[src/rtl/spi_regfile_pkg.sv]
// Shared constants and FSM encoding for the SPI slave register file.
package spi_regfile_pkg;

    localparam int CMD_RW_BIT = 7;
    localparam int ADDR_W     = 2;
    localparam int NUM_REGS   = 4;
    localparam int BYTE_BITS  = 8;

    typedef enum logic [1:0] {
        IDLE = 2'd0,
        CMD  = 2'd1,
        DATA = 2'd2
    } state_t;

endpackage

[src/rtl/spi_sync_edge.sv]
// Multi-flop synchronizer for one asynchronous input, with one-clk rise/fall pulses.
// The chain resets low, so an input already low after reset never produces a fall pulse.
module spi_sync_edge #(
    parameter int SYNC_STAGES = 2
) (
    input  logic clk,
    input  logic rst,
    input  logic din,
    output logic sync,
    output logic rise,
    output logic fall
);

    logic [SYNC_STAGES-1:0] chain;
    logic                   prev;

    always_ff @(posedge clk or posedge rst) begin
        if (rst) begin
            chain <= '0;
            prev  <= 1'b0;
        end else begin
            chain <= {chain[SYNC_STAGES-2:0], din};
            prev  <= chain[SYNC_STAGES-1];
        end
    end

    assign sync = chain[SYNC_STAGES-1];
    assign rise = sync & ~prev;
    assign fall = ~sync & prev;

endmodule

[src/rtl/spi_slave_regfile.sv]
// SPI mode-0 slave that writes four 8-bit display registers, with burst auto-increment.
// Define SPI_READBACK_EN to enable shifting register contents out on miso for read commands.
module spi_slave_regfile
    import spi_regfile_pkg::*;
#(
    parameter int                   SYNC_STAGES = 2,
    parameter logic [BYTE_BITS-1:0] RESET_VAL   = 8'h00
) (
    input  logic                 clk,
    input  logic                 rst,
    input  logic                 sclk,
    input  logic                 mosi,
    input  logic                 ss_n,
    output logic                 miso,
    output logic                 miso_oe,
    output logic [BYTE_BITS-1:0] slv_reg0,
    output logic [BYTE_BITS-1:0] slv_reg1,
    output logic [BYTE_BITS-1:0] slv_reg2,
    output logic [BYTE_BITS-1:0] slv_reg3,
    output logic                 wr_pulse,
    output logic [ADDR_W-1:0]    wr_addr
);

    logic sclk_sync, sclk_rise;
    logic ss_sync, ss_rise, ss_fall;
    logic mosi_sync, mosi_rise_unused, mosi_fall_unused;
`ifdef SPI_READBACK_EN
    logic sclk_fall;
`else
    logic sclk_fall_unused;
`endif

    spi_sync_edge #(.SYNC_STAGES(SYNC_STAGES)) u_sclk_sync (
        .clk  (clk),
        .rst  (rst),
        .din  (sclk),
        .sync (sclk_sync),
        .rise (sclk_rise),
`ifdef SPI_READBACK_EN
        .fall (sclk_fall)
`else
        .fall (sclk_fall_unused)
`endif
    );

    spi_sync_edge #(.SYNC_STAGES(SYNC_STAGES)) u_ss_sync (
        .clk  (clk),
        .rst  (rst),
        .din  (ss_n),
        .sync (ss_sync),
        .rise (ss_rise),
        .fall (ss_fall)
    );

    spi_sync_edge #(.SYNC_STAGES(SYNC_STAGES)) u_mosi_sync (
        .clk  (clk),
        .rst  (rst),
        .din  (mosi),
        .sync (mosi_sync),
        .rise (mosi_rise_unused),
        .fall (mosi_fall_unused)
    );

    state_t                 state, state_nxt;
    logic [2:0]             bit_cnt;
    logic [BYTE_BITS-2:0]   rx_shift;
    logic [BYTE_BITS-1:0]   rx_byte;
    logic                   rw;
    logic [ADDR_W-1:0]      addr, addr_inc;
    logic [BYTE_BITS-1:0]   regs [NUM_REGS];
    logic                   shift_en, cmd_done, data_done, clr_cnt;

    // rx_byte is the byte as it will look once the current mosi bit is shifted in.
    assign rx_byte  = {rx_shift, mosi_sync};
    assign addr_inc = addr + 1'b1;

    always_ff @(posedge clk or posedge rst) begin
        if (rst) state <= IDLE;
        else     state <= state_nxt;
    end

    // ss_n rising edge outranks any sclk edge in the same clk.
    always_comb begin
        state_nxt = state;
        shift_en  = 1'b0;
        cmd_done  = 1'b0;
        data_done = 1'b0;
        clr_cnt   = 1'b0;
        if (ss_rise) begin
            state_nxt = IDLE;
            clr_cnt   = 1'b1;
        end else begin
            case (state)
                IDLE: begin
                    if (ss_fall) begin
                        state_nxt = CMD;
                        clr_cnt   = 1'b1;
                    end
                end
                CMD: begin
                    if (sclk_rise) begin
                        shift_en = 1'b1;
                        if (bit_cnt == 3'd7) begin
                            cmd_done  = 1'b1;
                            state_nxt = DATA;
                        end
                    end
                end
                DATA: begin
                    if (sclk_rise) begin
                        shift_en = 1'b1;
                        if (bit_cnt == 3'd7) data_done = 1'b1;
                    end
                end
                default: state_nxt = IDLE;
            endcase
        end
    end

    // bit_cnt rolls 7 -> 0 on its own, which is the clear after each byte.
    always_ff @(posedge clk or posedge rst) begin
        if (rst) begin
            bit_cnt  <= '0;
            rx_shift <= '0;
            rw       <= 1'b0;
            addr     <= '0;
            wr_pulse <= 1'b0;
            wr_addr  <= '0;
            for (int i = 0; i < NUM_REGS; i++) regs[i] <= RESET_VAL;
        end else begin
            wr_pulse <= 1'b0;
            if (clr_cnt)       bit_cnt <= '0;
            else if (shift_en) bit_cnt <= bit_cnt + 3'd1;
            if (shift_en) rx_shift <= rx_byte[BYTE_BITS-2:0];
            if (cmd_done) begin
                rw   <= rx_byte[CMD_RW_BIT];
                addr <= rx_byte[ADDR_W-1:0];
            end
            if (data_done) begin
                if (rw) begin
                    regs[addr] <= rx_byte;
                    wr_pulse   <= 1'b1;
                    wr_addr    <= addr;
                end
                addr <= addr_inc;
            end
        end
    end

`ifdef SPI_READBACK_EN
    logic [BYTE_BITS-1:0] tx_shift;
    logic                 tx_shift_en;

    // No shift while bit_cnt == 0, so bit 7 of a freshly loaded byte waits for its rising edge.
    assign tx_shift_en = (state == DATA) && sclk_fall && (bit_cnt != 3'd0) && !ss_rise;

    always_ff @(posedge clk or posedge rst) begin
        if (rst) begin
            tx_shift <= '0;
        end else if (cmd_done && !rx_byte[CMD_RW_BIT]) begin
            tx_shift <= regs[rx_byte[ADDR_W-1:0]];
        end else if (data_done && !rw) begin
            tx_shift <= regs[addr_inc];
        end else if (tx_shift_en) begin
            tx_shift <= {tx_shift[BYTE_BITS-2:0], 1'b0};
        end
    end

    assign miso_oe = !ss_sync && (state != IDLE);
    assign miso    = miso_oe ? tx_shift[BYTE_BITS-1] : 1'b0;
`else
    assign miso_oe = 1'b0;
    assign miso    = 1'b0;
`endif

    assign slv_reg0 = regs[0];
    assign slv_reg1 = regs[1];
    assign slv_reg2 = regs[2];
    assign slv_reg3 = regs[3];

endmodule

[config.mk]
export PLATFORM = sky130hd
export DESIGN_NAME = spi_slave_regfile
export DESIGN_NICKNAME = d
export VERILOG_FILES = /design/src/rtl/spi_regfile_pkg.sv /design/src/rtl/spi_sync_edge.sv /design/src/rtl/spi_slave_regfile.sv
export SDC_FILE = /design/constraint.sdc
export NUM_CORES = 1
export LEC_CHECK = 0
export ABC_AREA = 1
export CORE_MARGIN = 8
export CORE_UTILIZATION = 55
export CTS_CLUSTER_SIZE = 30
export DETAILED_ROUTE_END_ITERATION = 8
export GPL_TIMING_DRIVEN = 0
export HOLD_SLACK_MARGIN = 0.15
export PLACE_DENSITY = 0.89
export RECOVER_POWER = 50
export SLEW_MARGIN = 20
export SYNTH_ARGS = -nofsm -noshare
export SYNTH_HDL_FRONTEND = slang
export SYNTH_SLANG_ARGS = --single-unit
[constraint.sdc]
create_clock -name clk -period 3.05 [get_ports clk]
set_input_delay 0.305 -clock clk [delete_from_list [all_inputs] [get_ports clk]]
set_output_delay 0.305 -clock clk [all_outputs]
set_load 0.01 [all_outputs]
==> impl_metrics.json, run 1 <==
{
  "synth_edf_count": 0,
  "synth.most_common_cell": "nand2_1",
  "p_sw_uw": 545,
  "ys_seq_area_share_pct": 56.9,
  "drc_errors": 0,
  "synth_async_sr_flop_share_pct": 100,
  "yosys_warnings": 0,
  "die_h_um": 84.1,
  "dieArea_um2": 7070,
  "setup_tns_ps": 0,
  "dp_hpwl_mm": 3.64,
  "clock_skew_ps": 8.33,
  "synth_area_leaders": "dfrtp_1 (57%), nand2_1 (13%), nand4_1 (8.1%), ha_1 (5.4%), buf_12 (3.1%)",
  "critPathLaunch": "bit_cnt[0]$_DFFE_PP0P_",
  "initial_core_util_pct": 57.8,
  "avgSynthCellArea_um2": 9.70,
  "gr-usage-all-layers_pct": 16.2,
  "seqPwrFrac_pct": 49.2,
  "ir_drop_v": 0.000432,
  "synth_top_area_share_pct": 56.9,
  "synth.distinct_cells": 20,
  "critPathTopFamily": "simple AND/OR/NAND/NOR gates",
  "swShare_pct": 28.0,
  "firstDrtPassIters": 4,
  "cts_buffers": 9,
  "drive_above_1_share_pct": 9.72,
  "worstPathArrival_ps": 2170,
  "cts_buffer_depth": 2,
  "fp.dieW_um": 84.1,
  "synthTopCellsByCount": "nand2_1 (91), dfrtp_1 (58), nand4_1 (33)",
  "leakage_uw": 0.00166,
  "dr.first_iter.drc_count": 209,
  "routabilityCongestion": 0.843,
  "synth_top_area_cell": "dfrtp_1",
  "ant_nets": 0,
  "ys.flop_type": "dfrtp_1",
  "path_max_fanout": 8,
  "wl_per_cell_um": 14.5,
  "worstPathCellList": "ha_1, ha_1, nand3_1, nor2_1, nand3_1, nand2_1, nand2_1",
  "core_area_um2": 4410,
  "grt_max_degree": 59,
  "hp-class": "flop to flop",
  "gr-total-overflow": 0,
  "num_rows": 24,
  "final_nets": 330,
  "cts_setup_buffers": 0,
  "port_buffers": 39,
  "status": "completed",
  "utilization_pct": 72.8,
  "ioPinCount": 42,
  "pwr-share-clk_pct": 39.8,
  "fin_crit_sh_pct": 64.0,
  "p_int_uw": 1400,
  "critPathKind": "flop to flop",
  "insertion_delay_ps": 340,
  "rsz0062_at_grt": "no",
  "htreeDepth": 3,
  "post_drt_via_cell_ratio": 5.43,
  "power_density_nw_per_um2": 607,
  "endpoint_kind": "flop",
  "critPathSlowestCell": "nor2_1",
  "ys_seq_elements": 58,
  "min_from": "u_sclk_sync.chain[0]$_DFF_PP0_",
  "maxCapViolations": 0,
  "placed_cell_area_um2": 3010,
  "comb_power_share_pct": 11.0,
  "antennaDiodeCount": 0,
  "report.final.slew_viol_count": 0,
  "ctsHoldBuffers": 0,
  "clk_pin_slew_ps": 60,
  "clock.fmax_mhz": 512,
  "syn_area_um2": 2550,
  "cp_num_buf_inv": 0,
  "clock-root-buffer": "clkbuf_8",
  "antenna_found_initial": 0,
  "cp_slowest_stage_delay_ps": 400,
  "worstPathRequired_ps": 3260,
  "cts_resized": 0,
  "design_area_um2": 3210,
  "hold_violations": 0,
  "period_needed_ps": 1950,
  "setup.worst_path.start_class": "flop",
  "syn2layout_area_growth_pct": 25.9,
  "grt_pass1_wl_mm": 9.32,
  "max_slew.worst_pin.slew_ps": 688,
  "grt_pass1_vias": 1916,
  "synth_cells": 263,
  "finalSetupViolCount": 0,
  "tritoncts": "done",
  "cts.sinks": 58,
  "drt-total-wl_mm": 5.39,
  "relSlewSlack_pct": 54.1,
  "r2r-start": "bit_cnt[0]$_DFFE_PP0P_",
  "vias": 2016
}
-- metal layers --
layer  vias to the layer above  track usage (%)  share of wire, %
li1                        972                -                 -
met1                       967             20.6                43
met2                        66             24.4                48
met3                        11             4.88               7.0
met4                         0             8.01               1.8
met5                         -                0                 0
-- sequential cells by signal, indices dropped and copies added, names as in the netlist, 3 cells and up --
register  flops
slv_reg3      8
slv_reg1      8
rx_shift      7
slv_reg2      8
slv_reg0      8
bit_cnt       3
-- per-stage QoR --
| step | total power (uW) | hold WS (ps) | worst slack (ps) | cells |
|---|---|---|---|---|
| floorplan | 1090 | 331 | 1320 | 264 |
| global placement | 1170 | 332 | 379 | 355 |
| detailed placement | 1180 | 346 | 1360 | 355 |
| CTS | 1960 | 364 | 1320 | 371 |
| global route | 2040 | 368 | 967 | 371 |
| finish | 1950 | 358 | 1100 | 371 |
-- cell families (layout without fill, tap and decap cells) --
logic type,Yosys count,in the layout,synth area share [%]
AND/OR/NAND/NOR,138,138,25.4
flip-flops,58,58,56.9
buffers and inverters,36,91,8.39
AO/OA/AOI/OAI,19,19,3.83
adder cells (fa/ha/maj),11,11,5.39
other,1,2,0.147
-- final cells by class --
cell class                      count  area, um2
Inverter                           21       81.3
Multi-Input combinational cell    170        870
Buffer                             15        135
Clock buffer                       11        141
Timing Repair Buffer               39        390
Tap cell                           52       65.1
Fill cell                         332       1200
Clock inverter                      5       77.6
Sequential cell                    58       1450
-- power groups by stage --
stage          sequential (uW)  combinational, uW  clock [uW]
3_3_place_gp               966                200           0
6_report                   959                214         776
4_1_cts                    956                217         784
3_5_place_dp               970                213           0
5_1_grt                    967                254         820
2_1_floorplan              925                169           0
-- cells in the final DEF, fill, tap and decap left out --
master           synthesis  layout
inv_2                    2       2
clkbuf_1                 4       5
o21ai_1                  2       2
inv_4                    0       1
buf_12                   4       4
clkdlybuf4s50_1          0      33
clkbuf_8                 0      10
nand3_1                  7       8
conb_1                   1       2
nor2_1                   3       4
inv_1                   19      18
clkinvlp_4               0       1
dlygate4sd3_1            0       6
buf_2                    5       5
nand3_4                  2       1
clkinv_2                 0       2
dfrtp_1                 58      58
nand2_1                 91      91
nand2_2                  1       1
ha_1                    11      11
nand4_1                 33      33
o21ai_0                 10      10
buf_4                    2       2
o21bai_1                 1       1
bufinv_16                0       2
a21oi_1                  6       6
-- final timing paths --
kind | slack (ps) | cells after the start | endpoint
worst max register to register | 1100 | 7 | slv_reg0[3]$_DFFE_PP0P_
min in group asynchronous | 550 | 2 | u_sclk_sync.chain[1]$_DFF_PP0_
worst min-delay path | 360 | 0 | u_sclk_sync.chain[1]$_DFF_PP0_
worst min register to register | 360 | 0 | u_sclk_sync.chain[1]$_DFF_PP0_
max in group asynchronous | 2030 | 2 | slv_reg0[1]$_DFFE_PP0P_
worst max-delay path | 1100 | 7 | slv_reg0[3]$_DFFE_PP0P_
(Power assumes the default switching activity.)
==> inputs of run 2 (changes only) <==
--- a/config.mk
+++ b/config.mk
@@ -7,12 +7,12 @@
 export LEC_CHECK = 0
 export ABC_AREA = 1
 export CORE_MARGIN = 8
-export CORE_UTILIZATION = 55
+export CORE_UTILIZATION = 53
 export CTS_CLUSTER_SIZE = 30
 export DETAILED_ROUTE_END_ITERATION = 8
 export GPL_TIMING_DRIVEN = 0
 export HOLD_SLACK_MARGIN = 0.15
-export PLACE_DENSITY = 0.89
+export PLACE_DENSITY = 0.86
 export RECOVER_POWER = 50
 export SLEW_MARGIN = 20
 export SYNTH_ARGS = -nofsm -noshare
==> constraint.sdc (replaced) <==
create_clock -name clk -period 1.8 [get_ports clk]
set_input_delay 0.18 -clock clk [delete_from_list [all_inputs] [get_ports clk]]
set_output_delay 0.18 -clock clk [all_outputs]
set_load 0.01 [all_outputs]
==> run 2 against run 1 <==
Net effect: first-iteration DRC count fell by 59%; clock power is 34% higher; largest power group unchanged; global-route usage decreased by 1.1 points; fmax grew 19%; utilization decreased by 4.7 points; combinational power is 69% higher; routed wire length is 4.4% lower; final cell count grew 0.27%; sequential share of layout area up 0.27 points; count of clock-buffer cells in the layout rose by 1; non-clock buffer count unchanged; critical path depth did not move.
==> impl_metrics.json, run 2 (same netlist as run 1, synthesis figures left out) <==
{
  "cp_num_buf_inv": 1,
  "clock-root-buffer": "clkbuf_8",
  "r2r-start": "u_ss_sync.chain[1]$_DFF_PP0_",
  "initial_core_util_pct": 54.4,
  "drive_above_1_share_pct": 10.7,
  "design_area_um2": 3190,
  "dp_slack_ps": 166,
  "setup.worst_path.end": "slv_reg3[1]$_DFFE_PP0P_",
  "cp_slowest_stage_delay_ps": 400,
  "maxCapViolations": 0,
  "tritoncts": "done",
  "power_uw": 3040,
  "critPathTopFamily": "simple AND/OR/NAND/NOR gates",
  "worstPathCellList": "ha_1, inv_2, nand2_1, nor2_4, nand3_1, nand2_1, nand2_1",
  "finalSetupViolCount": 0,
  "grt_pass1_vias": 1907,
  "critPathKind": "flop to flop",
  "drt-met1-wl_mm": 2.28,
  "placed_cells": 357,
  "final_nets": 330,
  "routabilityCongestion": 0.852,
  "hold_violations": 0,
  "clock.fmax_mhz": 610,
  "relSlewSlack_pct": 24.1,
  "firstDrtPassIters": 4,
  "path_max_fanout": 8,
  "most-common-layout-cells": "nand2_1 (91), dfrtp_1 (58), nand4_1 (33), clkdlybuf4s50_1 (28), inv_1 (18)",
  "die_h_um": 85.4,
  "dp_hpwl_mm": 3.59,
  "cts_buffer_depth": 2,
  "r2r_slack_ps": 160,
  "dieArea_um2": 7290,
  "leakage_uw": 0.00166,
  "period_needed_ps": 1640,
  "top_layer": "met4",
  "fillCellCount": 374,
  "drt-total-wl_mm": 5.15,
  "status": "completed",
  "power_density_nw_per_um2": 951,
  "hold_ws_ps": 346,
  "r2r_end": "slv_reg3[1]$_DFFE_PP0P_",
  "ctsHoldBuffers": 0,
  "critPathLaunch": "u_ss_sync.chain[1]$_DFF_PP0_",
  "met2_length_mm": 2.43,
  "gr-total-overflow": 0,
  "reg2reg_depth": 7,
  "ioPinCount": 42,
  "port_buffers": 39,
  "report.final.slew_viol_count": 0,
  "worstPathArrival_ps": 1860,
  "vias": 1949,
  "cts_buffers": 9,
  "clock_skew_ps": 5.62,
  "fin_ws_ps": 161,
  "clk_pin_slew_ps": 60,
  "finalNonFillerCells": 372,
  "setup.worst_path.start_class": "flop",
  "ant_nets": 0,
  "insertion_delay_ps": 330,
  "endpoint_kind": "flop",
  "syn2layout_area_growth_pct": 25.2,
  "cts_setup_buffers": 0,
  "grt_pass1_wl_mm": 8.60,
  "gr-usage-all-layers_pct": 15.1,
  "hp-class": "flop to flop",
  "max_slew.worst_pin.slew_ps": 1140,
  "placed_cell_area_um2": 3020,
  "post_drt_via_cell_ratio": 5.24,
  "fin_crit_sh_pct": 91.1,
  "cts.sinks": 58,
  "worstPathRequired_ps": 2020,
  "wl_met3_um": 337,
  "final_common_cell": "nand2_1",
  "dr.first_iter.drc_count": 86,
  "htreeDepth": 3,
  "cp_common_cell": "nand2_1",
  "antenna_found_initial": 0,
  "ir_drop_v": 0.000614,
  "core_area_um2": 4690,
  "grt_max_degree": 59,
  "drc_errors": 0,
  "fp.dieW_um": 85.4,
  "cp.depth": 7,
  "rsz0062_at_grt": "no",
  "wl_per_cell_um": 13.9,
  "antennaDiodeCount": 0,
  "num_rows": 25,
  "critPathSlowestCell": "dfrtp_1"
}
==> run 2: cell count changes in the layout (fill, tap and decap cells not counted), moves of 2 or more <==
cell,before,now
nand3_2,0,2
dlygate4sd3_1,6,11
bufinv_16,2,0
nand3_1,8,5
clkdlybuf4s50_1,33,28
==> run 2: what timing repair did <==
action / in CTS / in global routing
setup endpoints to repair: 0 / 14
hold endpoints to repair: 0 / 0
gates resized for setup: 0 / 2
==> run 2: layout make-up <==
type                    instances  area, um2  area share [%]
multi-input cells             170        900            28.2
clock buffers                  12        155            4.86
well taps                      54       67.6            2.12
inverters                      21       78.8            2.47
flip-flops and latches         58       1450            45.5
plain buffers                  15        135            4.23
repair buffers                 39        390            12.2
clock inverters                 3       15.0           0.470
==> run 2: routing by layer <==
metal | up-vias | track usage, %
met4 | 0 | 8.60
met3 | 11 | 4.34
met5 | - | 0
met1 | 909 | 16.5
li1 | 974 | -
met2 | 55 | 25.6
==> run 2: power breakdown <==
part	total, uW	switching (uW)	internal, uW	leakage [uW]
sequential	1630	198	1430	0.000777
clock	1040	482	560	0.0000920
combinational	362	231	131	0.000795
==> run 2: worst min-delay path by stage <==
stage,startpoint,end,cells after the start
2_1_floorplan,mosi,u_mosi_sync.chain[0]$_DFF_PP0_,0
3_3_place_gp,u_sclk_sync.chain[0]$_DFF_PP0_,u_sclk_sync.chain[1]$_DFF_PP0_,0
3_5_place_dp,u_sclk_sync.chain[0]$_DFF_PP0_,u_sclk_sync.chain[1]$_DFF_PP0_,0
4_1_cts,mosi,u_mosi_sync.chain[0]$_DFF_PP0_,1
5_1_grt,u_sclk_sync.chain[0]$_DFF_PP0_,u_sclk_sync.chain[1]$_DFF_PP0_,0
6_report,u_sclk_sync.chain[0]$_DFF_PP0_,u_sclk_sync.chain[1]$_DFF_PP0_,0
==> run 2: through the flow <==
stage | TNS [ps] | utilization, %
6_report | 0 | 68.1
5_1_grt | 0 | 68.1
4_1_cts | 0 | 67.9
3_5_place_dp | 0 | 64.3
3_3_place_gp | -42270 | 64.2
2_1_floorplan | 0 | -
==> run 2: worst reg2reg max path, cell delays in order, from the launching register on <==
cell and delay [ps]:
dfrtp_1 400, ha_1 230, inv_2 80, nand2_1 120
nor2_4 230, nand3_1 270, nand2_1 150, nand2_1 50
